File: src/rtl/flash_streamer.sv
// Reader side of the four-word flash sample store: snapshots the store on request and
// streams the words out in index order over a valid/ready handshake.
module flash_streamer #(
    parameter int unsigned N = 16
) (
    input  logic         i_clk,
    input  logic         i_rst_n,
    input  logic         i_start,
    input  logic [N-1:0] i_word0,
    input  logic [N-1:0] i_word1,
    input  logic [N-1:0] i_word2,
    input  logic [N-1:0] i_word3,
    input  logic         i_ready,
    output logic         o_valid,
    output logic [N-1:0] o_data,
    output logic [1:0]   o_index,
    output logic         o_busy,
    output logic         o_done,
    output logic [7:0]   o_frame_cnt
);

    localparam logic [1:0] StIdle = 2'd0;
    localparam logic [1:0] StSend = 2'd1;
    localparam logic [1:0] StDone = 2'd2;

    logic [1:0]        state_q, state_d;
    logic [1:0]        idx_q, idx_d;
    logic [3:0][N-1:0] shadow_q, shadow_d;
    logic [7:0]        frame_cnt_q, frame_cnt_d;

    always_comb begin
        state_d     = state_q;
        idx_d       = idx_q;
        shadow_d    = shadow_q;
        frame_cnt_d = frame_cnt_q;
        case (state_q)
            StIdle: begin
                if (i_start) begin
                    shadow_d = {i_word3, i_word2, i_word1, i_word0};
                    idx_d    = 2'd0;
                    state_d  = StSend;
                end
            end
            StSend: begin
                // o_valid is high throughout SEND, so i_ready alone marks a handshake.
                if (i_ready) begin
                    if (idx_q == 2'd3) begin
                        state_d = StDone;
                    end else begin
                        idx_d = idx_q + 2'd1;
                    end
                end
            end
            StDone: begin
                frame_cnt_d = frame_cnt_q + 8'd1;
                state_d     = StIdle;
            end
            default: state_d = StIdle;
        endcase
    end

    always_ff @(posedge i_clk or negedge i_rst_n) begin
        if (!i_rst_n) begin
            state_q     <= StIdle;
            idx_q       <= 2'd0;
            shadow_q    <= '0;
            frame_cnt_q <= 8'd0;
        end else begin
            state_q     <= state_d;
            idx_q       <= idx_d;
            shadow_q    <= shadow_d;
            frame_cnt_q <= frame_cnt_d;
        end
    end

    // Outputs decode flops only; the store inputs never reach o_data directly.
    assign o_valid     = (state_q == StSend);
    assign o_busy      = (state_q == StSend) || (state_q == StDone);
    assign o_done      = (state_q == StDone);
    assign o_index     = idx_q;
    assign o_data      = shadow_q[idx_q];
    assign o_frame_cnt = frame_cnt_q;

endmodule

File: config.mk
export PLATFORM = sky130hd
export DESIGN_NAME = flash_streamer
export DESIGN_NICKNAME = d
export VERILOG_FILES = /design/src/rtl/flash_streamer.sv
export SDC_FILE = /design/constraint.sdc
export NUM_CORES = 1
export LEC_CHECK = 0
export CAP_MARGIN = 20
export CORE_AREA = 10 10 96 98
export DETAILED_ROUTE_END_ITERATION = 6
export DIE_AREA = 0 0 106 108
export GPL_TIMING_DRIVEN = 0
export PLACE_DENSITY_LB_ADDON = 0.3
export SLEW_MARGIN = 15
export SYNTH_ARGS = -nofsm -noshare
export SYNTH_HDL_FRONTEND = slang
export SYNTH_SLANG_ARGS = --single-unit
export TNS_END_PERCENT = 50
File: constraint.sdc
create_clock -name i_clk -period 1.9 [get_ports i_clk]
set_input_delay 0.19 -clock i_clk [delete_from_list [all_inputs] [get_ports i_clk]]
set_output_delay 0.19 -clock i_clk [all_outputs]
set_load 0.03 [all_outputs]
==> Word level (Yosys, flattened, before mapping) <==
Index checks and enable logic that the tools add are counted.
{ "classes": {"add_sub_neg": 2, "magnitude_cmp": 1, "n_eq_ne": 7, "mux": 10, "reduce_logical": 6} }
{ "ops": {"columns": ["operator", "n"], "rows": [
  ["$bmux W16 S2", 1],
  ["$mux W16", 1],
  ["$mux W2", 6],
  ["$add A8 B1 Y8 const B", 1],
  ["$pmux W2 S2", 2],
  ["$ne A2 B2 Y1 const B", 3],
  ["$eq A2 B2 Y1 const B", 2],
  ["$reduce_and A4 Y1", 1],
  ["$lt A2 B3 Y1 const B", 1],
  ["$reduce_and A3 Y1", 1],
  ["$add A2 B1 Y2 const B", 1],
  ["$eq A2 B1 Y1 const B", 1],
  ["$logic_not A2 Y1", 1],
  ["$ne A2 B1 Y1 const B", 1],
  ["$reduce_and A2 Y1", 1],
  ["$reduce_bool A2 Y1", 1],
  ["$logic_or A1 B1 Y1", 1]
]} }
{ "totals": {"ff_bits": 76, "output_inout_bits": 29, "wordCells": 33} }

==> Longest topological paths before layout <==
Gate-level depths: netlist (run 1).
{ "depth": {"depth_word": 4, "depth_mapped": 5, "ltp_nobuf": 5} }

==> Worst setup path after synthesis (run 1) <==
No wires, ideal clock.
{ "synth_path": {"path_type": "register to output", "start": "register idx_q[0], in the netlist o_index[0]", "end": "output o_data[10]", "t_arrival_ns": 1.482, "required_ns": 1.710, "setup_slack_ns": 0.228, "path_stages_with_launch": 4, "n_path_buf": 2, "path_cell_list": "dfrtp_1 > buf_6 > buf_12 > mux4_2"} }
{ "synth_between": {"elab_chain_len": 2} }
{ "synth_rtl": {"columns": ["item", "line", "rtl"], "rows": [
  ["from (decl)", "27", "logic [1:0] idx_q, idx_d;"],
  ["from (signal assigned)", "70", "idx_q <= idx_d;"],
  ["$bmux W16 S2", "81", "assign o_data = shadow_q[idx_q];"],
  ["$mux W16 (implied by the code)", "81", null],
  ["to (decl)", "15", "output logic [N-1:0] o_data,"]
]} }
No other way between the ends. The select of a mux whose other input is x is not followed.

==> Worst setup path after layout (run 1) <==
{ "layout_path": {"start": "register idx_q[0], in the netlist o_index[0]", "end": "output o_data[0]"} }
Same word-level chain as after synthesis.

==> results.sh, run 1 <==
export IMPL_cp_top_family="multiplexers"
export IMPL_drt_iter0_drc=39
export IMPL_peakVddDrop_v=0.000791
export IMPL_cp_start_kind="flip-flop"
export IMPL_clockBufferDepth=2
export IMPL_rows=32
export IMPL_synth_ff_latch_count=76
export IMPL_switching_share_pct=35.4
export IMPL_synth_cells=210
export IMPL_fin_crit_sh_pct=101
export IMPL_grt_pass1_vias=2388
export IMPL_portBuffers=96
export IMPL_clk_latency_ns=0.35
export IMPL_skew_ns=0.0120
export IMPL_syn_area_mm2=0.00345
export IMPL_synth_cell_types=27
export IMPL_critPathKind="reg2out"
export IMPL_routabilityCongestion=0.748
export IMPL_setup_viol=7
export IMPL_area_growth_pct=41.4
export IMPL_numCtsBuffers=9
export IMPL_outcome="finished with violations"
export IMPL_seqPwrFrac_pct=33.7
export IMPL_layout_min_cycle_time_ns=1.92
export IMPL_avgRoutedWirePerCell_um=18.8
export IMPL_maxCapViolations=0
export IMPL_hold_violations=0
export IMPL_internal_power_w=0.00533
export IMPL_drv_slew=0
export IMPL_relSlewSlack_pct=65.7
export IMPL_antenna_found_initial=0
export IMPL_yosys_warnings=0
export IMPL_cp_max_fo=6
export IMPL_dieArea_mm2=0.0114
export IMPL_overflow=0
export IMPL_seq_area_frac_synth_pct=55.2
export IMPL_floorplan_initialDensity_pct=46.3
export IMPL_violations="setup timing"
export IMPL_syn_avg_cell_area_um2=16.4
export IMPL_cts_max_level=3
export IMPL_cp_arrival_ns=1.73
export IMPL_rsz0062_at_grt="true"
export IMPL_hold_path_class="in2async"
export IMPL_clk_pin_slew_worst_paths_ns=0.09
export IMPL_multi_input_area_mm2=0.00139
export IMPL_power_net_switching_w=0.00292
export IMPL_final_layout_size_suffix_gt1_share_pct=40.3
export IMPL_drt_total_wl_mm=8.10
export IMPL_clock_sinks=76
export IMPL_slowest_stage="mux4_2"
export IMPL_combPwrFrac_pct=51.1
export IMPL_n_antenna_cell=0
export IMPL_drc_errors=0
export IMPL_power_leakage_nw=2.09
export IMPL_critPathBufInv=2
export IMPL_grt_max_degree=40
export IMPL_cp_slowest_stage_delay_ns=0.50
export IMPL_hpwl_mm=5.85
export IMPL_vias_per_cell=5.02
export IMPL_cts_root_buf="clkbuf_8"
export IMPL_core_mm2=0.00745
export IMPL_fmax_mhz=521
export IMPL_p_per_area_mw_per_mm2=1690
export IMPL_ant_nets=0
export IMPL_dp_cells=409
export IMPL_tightest_slew_ns=0.514
export IMPL_layout_common_cells="clkdlybuf4s50_1 (75), dfrtp_1 (75), mux2_2 (60)"
export IMPL_syn_num_nets=283
export IMPL_finalPower_w=0.00825
export IMPL_fillers=575
export IMPL_die_w_um=106
export IMPL_grt_pass1_wl_mm=12.3
export IMPL_fin_ws_ns=-0.0197
export IMPL_finalNetCount=398
export IMPL_track_usage_pct=13.8
export IMPL_seq_area_mm2=0.00190
export IMPL_fp_dieH_um=108
export IMPL_crit_chain="buf_12, mux4_2, clkdlybuf4s15_2"
export IMPL_p_clk_share_pct=15.2
export IMPL_cts_tree="done"
export IMPL_pin_count=97
export IMPL_required_ns=1.71
export IMPL_dr_total_vias=2170
export IMPL_drt_pass1_iter_count=4
export IMPL_cp_end_kind="output port"
export IMPL_final_cell_count_no_fill=432
[sequential cells by signal, summed over array words and instances (netlist names)]
name         count
shadow_q        64
state_q          2
o_frame_cnt      8
o_index          2
[power groups by stage]
stage / clock, W / combinational (W) / sequential [W]
floorplan: 0 / 0.00269 / 0.00273
global placement: 0 / 0.00398 / 0.00274
detailed placement: 0 / 0.00405 / 0.00278
CTS: 0.00128 / 0.00416 / 0.00276
global route: 0.00135 / 0.00447 / 0.00286
finish: 0.00125 / 0.00422 / 0.00278
[cell type report]
class	instances	area share [%]
buffer	10	2.90
clock buffer	10	2.83
clock inverter	6	1.31
inverter	5	0.385
multi-input combinational	119	28.5
sequential	76	39.1
tap	102	2.62
timing repair buffer	104	22.3
[repair_timing]
action / 4_1_cts / 5_1_grt
hold endpoints to repair: 38 / 0
hold buffers: 1 / 0
gates resized for setup: 93 / 18
endpoints found under the setup margin: 19 / 16
cloned: 0 / 2
setup buffers: 3 / 1
[cell usage after synthesis, drive strengths merged]
cell type  instances  area (µm²)
mux2i              1        10.0
nand2              7        33.8
xnor2              3        26.3
xor2               4        35.0
clkbuf             6        82.6
nand4              3        18.8
nor2               2        7.51
nand3              1        5.00
inv                5        18.8
dfrtp             76        1900
o311ai             1        8.76
nor3               1        5.00
nand2b             2        12.5
a21bo              1        10.0
mux4              16         375
ha                 5        62.6
o22ai              1        6.26
a31oi              1        6.26
or2b               1        7.51
mux2              65         751
a21oi              4        20.0
buf                4        41.3
[cells by family after synthesis]
| group | after synthesis | synth area share, % |
|---|---|---|
| adder cells (fa/ha/maj) | 5 | 1.82 |
| multiplexers | 82 | 33.0 |
| AND/OR/NAND/NOR | 17 | 2.61 |
| XOR/XNOR | 7 | 1.78 |
| AO/OA/AOI/OAI | 8 | 1.49 |
| buffers and inverters | 15 | 4.14 |
| flip-flops | 76 | 55.2 |
[metrics by stage]
stage               utilization, %  hold WS [ns]  TNS (ns)  setup slack, ns  cell area [µm²]
floorplan                        -        -0.106         0            0.228             3450
detailed placement            61.1         0.189     -2.31           -0.233             4550
CTS                           64.7         0.346    -0.625          -0.0960             4820
finish                        65.4         0.365   -0.0544          -0.0197             4870
global placement              60.9         0.457   -157.75            -2.05             4530
global route                  65.4         0.421    -0.796          -0.0750             4870
[path summary, 6_finish.rpt]
kind                                startpoint              to  slack (ns)  cells after the start
min in group i_clk                  i_word1[8]    shadow_q[24]        0.45                      2
worst max-delay path                o_index[0]       o_data[0]       -0.02                      3
worst max register to register      o_index[0]      o_index[0]        0.18                      6
worst min register to register  o_frame_cnt[7]  o_frame_cnt[7]        0.47                      1
worst min-delay path                   i_rst_n    shadow_q[24]        0.37                      2
max in group asynchronous              i_rst_n      o_index[0]        0.93                      3
[per-layer routing]
| metal | track usage, % | wire [µm] |
|---|---|---|
| met1 | 16.1 | 3390 |
| met3 | 3.03 | 313 |
| met2 | 24.3 | 4290 |
| met5 | 0 | 0 |
| met4 | 5.71 | 105 |
(Power assumes the default switching activity.)
==> run 2: changes to the inputs <==
Settings changed: SKIP_CTS_REPAIR_TIMING set to 1.
==> run 2 against run 1 <==
- the flow still finishes with violations (setup timing)
- fmax is 0.38% lower
- largest cell class unchanged
- largest power group unchanged
- critical path type unchanged
- cell area is 0.33% lower
- wire length is 0.75% higher
- count of clock-buffer cells in the layout did not move
- clock power about the same
==> results.sh, run 2 (synthesis gave the netlist of run 1 again) <==
export IMPL_outcome="finished with violations"
export IMPL_violations="setup timing"
export IMPL_grt_pass1_vias=2351
export IMPL_required_ns=1.71
export IMPL_tightest_slew_ns=0.515
export IMPL_hold_path_class="in2async"
export IMPL_die_w_um=106
export IMPL_whs_ns=0.364
export IMPL_p_per_area_mw_per_mm2=1680
export IMPL_fmax_mhz=519
export IMPL_finalNetCount=400
export IMPL_clk_pin_slew_worst_paths_ns=0.09
export IMPL_overflow=0
export IMPL_cp_end_kind="output port"
export IMPL_cts_root_buf="clkbuf_8"
export IMPL_core_mm2=0.00745
export IMPL_avgRoutedWirePerCell_um=18.8
export IMPL_setup_viol=11
export IMPL_drt_pass1_iter_count=4
export IMPL_ant_nets=0
export IMPL_cp_start_kind="flip-flop"
export IMPL_antenna_found_initial=0
export IMPL_drt_iter0_drc=34
export IMPL_fin_crit_sh_pct=101
export IMPL_cp_max_fo=6
export IMPL_fin_ws_ns=-0.0270
export IMPL_cts_max_level=3
export IMPL_layout_min_cycle_time_ns=1.93
export IMPL_dr_total_vias=2176
export IMPL_drt_total_wl_mm=8.16
export IMPL_drc_errors=0
export IMPL_relSlewSlack_pct=65.7
export IMPL_routabilityCongestion=0.748
export IMPL_grt_pass1_wl_mm=12.1
export IMPL_peakVddDrop_v=0.000685
export IMPL_cts_tree="done"
export IMPL_final_cell_count_no_fill=434
export IMPL_area_growth_pct=40.9
export IMPL_n_antenna_cell=0
export IMPL_fp_dieH_um=108
export IMPL_pin_count=97
export IMPL_floorplan_initialDensity_pct=46.3
export IMPL_numCtsBuffers=9
export IMPL_largest_reg_flops=64
export IMPL_hpwl_mm=5.85
export IMPL_vias_per_cell=5.01
export IMPL_rows=32
export IMPL_critPathKind="reg2out"
export IMPL_top_register="shadow_q"
export IMPL_maxCapViolations=0
export IMPL_skew_ns=0.0116
export IMPL_clock_sinks=76
export IMPL_rsz0062_at_grt="true"
export IMPL_track_usage_pct=13.6
export IMPL_cp_arrival_ns=1.74
export IMPL_clk_latency_ns=0.35
export IMPL_dieArea_mm2=0.0114
export IMPL_power_leakage_nw=2.12
export IMPL_layout_common_cells="clkdlybuf4s50_1 (76), dfrtp_1 (75), mux2_2 (60)"
export IMPL_hold_violations=0
export IMPL_grt_max_degree=40
export IMPL_layout_commonest_cell="clkdlybuf4s50_1"
export IMPL_worst_r2r_setup_slack_ns=0.28
export IMPL_portBuffers=96
export IMPL_final_layout_size_suffix_gt1_share_pct=40.1
export IMPL_dp_cells=409
export IMPL_clockBufferDepth=2
export IMPL_drv_slew=0
[run 2: per-stage QoR]
step                      cell area [µm²]  util [%]  setup TNS, ns  setup WS (ns)  power, W
after floorplan                      3450         -              0          0.228   0.00542
after global placement               4530      60.9        -157.75          -2.05   0.00673
after detailed placement             4550      61.1          -2.31         -0.233   0.00683
after CTS                            4750      63.8          -8.72         -0.603   0.00810
after global routing                 4850      65.2         -0.770        -0.0874   0.00855
final                                4850      65.2         -0.155        -0.0270   0.00814
[run 2: where the power goes]
part	switching, W	leakage [nW]	total, W	internal [W]
Sequential	0.000409	0.912	0.00278	0.00237
Combinational	0.00188	1.11	0.00410	0.00222
Clock	0.000620	0.0983	0.00126	0.000640
[run 2: worst max-delay path, stage by stage, from the launching register on]
cell and delay [ns]:
dfrtp_2 0.45, buf_12 0.15, buf_12 0.13, mux4_2 0.49, buf_2 0.19
[run 2: final timing paths]
kind                       cells after the start             end            from
max in group asynchronous                      3      o_index[0]         i_rst_n
max reg2reg                                    5    shadow_q[53]      state_q[0]
min reg2reg                                    1  o_frame_cnt[7]  o_frame_cnt[7]
max                                            4      o_data[13]      o_index[0]
min                                            2    shadow_q[24]         i_rst_n
min in group i_clk                             2    shadow_q[24]      i_word1[8]
[run 2: per-layer routing]
metal | vias to the layer above | routed length (µm) | global-route usage [%] | share of wire [%]
met5 | - | 0 | 0 | 0
met4 | 0 | 100 | 5.51 | 1.2
met3 | 8 | 268 | 2.86 | 3.3
met2 | 46 | 4310 | 23.9 | 53
met1 | 1120 | 3490 | 16.0 | 43
li1 | 1002 | - | - | -
[run 2: layout make-up]
cell class	instances	area, µm²
Tap cell	102	128
Timing Repair Buffer	106	1060
Sequential cell	76	1900
Clock inverter	6	63.8
Fill cell	572	2590
Inverter	5	18.8
Clock buffer	10	138
Multi-Input combinational cell	119	1400
Buffer	10	141
==> run 3: changes to the inputs <==
Settings changed: CELL_PAD_IN_SITES_DETAIL_PLACEMENT set to 1, CELL_PAD_IN_SITES_GLOBAL_PLACEMENT set to 2, CORE_AREA 10 10 96 98 to 10 10 101 103, DIE_AREA 0 0 106 108 to 0 0 111 113, DONT_BUFFER_PORTS set to 1.
==> run 3 against run 2 <==
- the run ends with hold timing, setup timing left
- final cell count shrank 8.8%
- sequential share of layout area grew 3.5 points
- worst setup slack lost 0.055 ns
- critical path type unchanged
==> results.sh, run 3 (synthesis gave the netlist of run 1 again) <==
export IMPL_outcome="finished with violations"
export IMPL_violations="hold timing, setup timing"
export IMPL_required_ns=1.71
export IMPL_drt_iter0_drc=31
export IMPL_area_growth_pct=29.3
export IMPL_fin_ws_ns=-0.0822
export IMPL_rows=33
export IMPL_peakVddDrop_v=0.000735
export IMPL_whs_ns=-0.463
export IMPL_track_usage_pct=12.7
export IMPL_grt_pass1_vias=2059
export IMPL_fin_crit_sh_pct=104
export IMPL_drc_errors=0
export IMPL_power_leakage_nw=1.90
export IMPL_layout_commonest_cell="dfrtp_1"
export IMPL_cp_slowest_stage_delay_ns=0.63
export IMPL_antenna_found_initial=1
export IMPL_cts_max_level=3
export IMPL_die_w_um=111
export IMPL_relSlewSlack_pct=65.5
export IMPL_drt_total_wl_mm=8.67
export IMPL_vias_per_cell=5.20
export IMPL_skew_ns=0.0119
export IMPL_pin_count=97
export IMPL_maxCapViolations=0
export IMPL_largest_reg_flops=64
export IMPL_cts_tree="done"
export IMPL_worst_r2r_setup_slack_ns=0.17
export IMPL_overflow=0
export IMPL_finalNetCount=361
export IMPL_fp_dieH_um=113
export IMPL_crit_chain="buf_12, buf_12, mux4_2"
export IMPL_cp_start_kind="flip-flop"
export IMPL_fmax_mhz=504
export IMPL_tightest_slew_ns=0.518
export IMPL_place_ws_ns=-0.0196
export IMPL_slowest_stage="mux4_2"
export IMPL_layout_min_cycle_time_ns=1.98
export IMPL_numCtsBuffers=9
export IMPL_rsz0062_at_grt="true"
export IMPL_clock_sinks=76
export IMPL_dieArea_mm2=0.0125
export IMPL_hold_violations=76
export IMPL_layout_common_cells="dfrtp_1 (74), dlygate4sd3_1 (62), mux2_2 (60)"
export IMPL_drt_pass1_iter_count=4
export IMPL_cts_root_buf="clkbuf_8"
export IMPL_routabilityCongestion=0.718
export IMPL_final_layout_size_suffix_gt1_share_pct=37.8
export IMPL_cp_arrival_ns=1.79
export IMPL_portBuffers=0
export IMPL_critPathKind="reg2out"
export IMPL_clockBufferDepth=2
export IMPL_dr_total_vias=2058
export IMPL_clk_latency_ns=0.33
export IMPL_core_mm2=0.00813
export IMPL_cp_max_fo=10
export IMPL_top_register="shadow_q"
export IMPL_cp_end_kind="output port"
export IMPL_setup_viol=16
export IMPL_clk_pin_slew_worst_paths_ns=0.08
export IMPL_finalPower_w=0.00746
export IMPL_ant_nets=0
export IMPL_grt_max_degree=77
export IMPL_p_per_area_mw_per_mm2=1670
export IMPL_hold_path_class="in2async"
export IMPL_avgRoutedWirePerCell_um=21.9
export IMPL_grt_pass1_wl_mm=12.3
export IMPL_path_common_cell="buf_12"
export IMPL_utilization_pct=54.8
export IMPL_hpwl_mm=5.77
export IMPL_floorplan_initialDensity_pct=42.4
export IMPL_n_antenna_cell=0
export IMPL_drv_slew=0
## run 3: cell count changes in the layout (fill, tap and decap cells not counted), sizes merged, moves of 2 or more
cell	delta
buf	-19
clkbuf	-2
dlygate4sd3	+61
dlymetal6s2s	-3
clkdlybuf4s50	-76
clkinv	-2
## run 3: routing by layer
layer  track usage (%)  share of wire, %  vias up
met5                 0             0.081        -
met4              4.95               1.2        2
met3              4.91               4.7       10
met2              21.5                54       52
met1              14.2                40     1073
li1                  -                 -      921
## run 3: path summary, 6_finish.rpt
kind | end | from | cells after the start
max | o_data[14] | o_index[0] | 3
min | o_frame_cnt[2] | i_rst_n | 0
max reg2reg | o_frame_cnt[7] | state_q[0] | 5
min reg2reg | shadow_q[43] | shadow_q[43] | 1
max in group asynchronous | o_index[1] | i_rst_n | 0
min in group i_clk | shadow_q[32] | i_word2[0] | 1
## run 3: area by class of cell
| type | instances | area, µm² |
|---|---|---|
| clock inverters | 4 | 76.3 |
| multi-input cells | 119 | 1400 |
| repair buffers | 67 | 658 |
| well taps | 105 | 131 |
| flip-flops and latches | 76 | 1900 |
| fillers | 768 | 3680 |
| inverters | 5 | 18.8 |
| clock buffers | 10 | 128 |
| plain buffers | 10 | 141 |
## run 3: where the power goes
group          internal, W  switching (W)
registers          0.00237       0.000491
clock network     0.000729       0.000570
logic              0.00162        0.00167
total              0.00472        0.00273
## run 3: critical path: cells and delay by family, from the launching register on
kind                   cells  cell delay, ns
muxes                      1            0.63
buffers and inverters      2            0.32
DFF                        1            0.51
## run 3: metrics by stage
stage          std cells  TNS (ns)  area, µm²  hold slack, ns
2_1_floorplan        210         0       3450          -0.106
3_3_place_gp         315   -0.0744       3580          -0.103
3_5_place_dp         315   -0.0196       3580          -0.103
4_1_cts              329     -4.59       3780          -0.482
5_1_grt              396     -1.86       4460          -0.495
6_report             396    -0.859       4460          -0.463
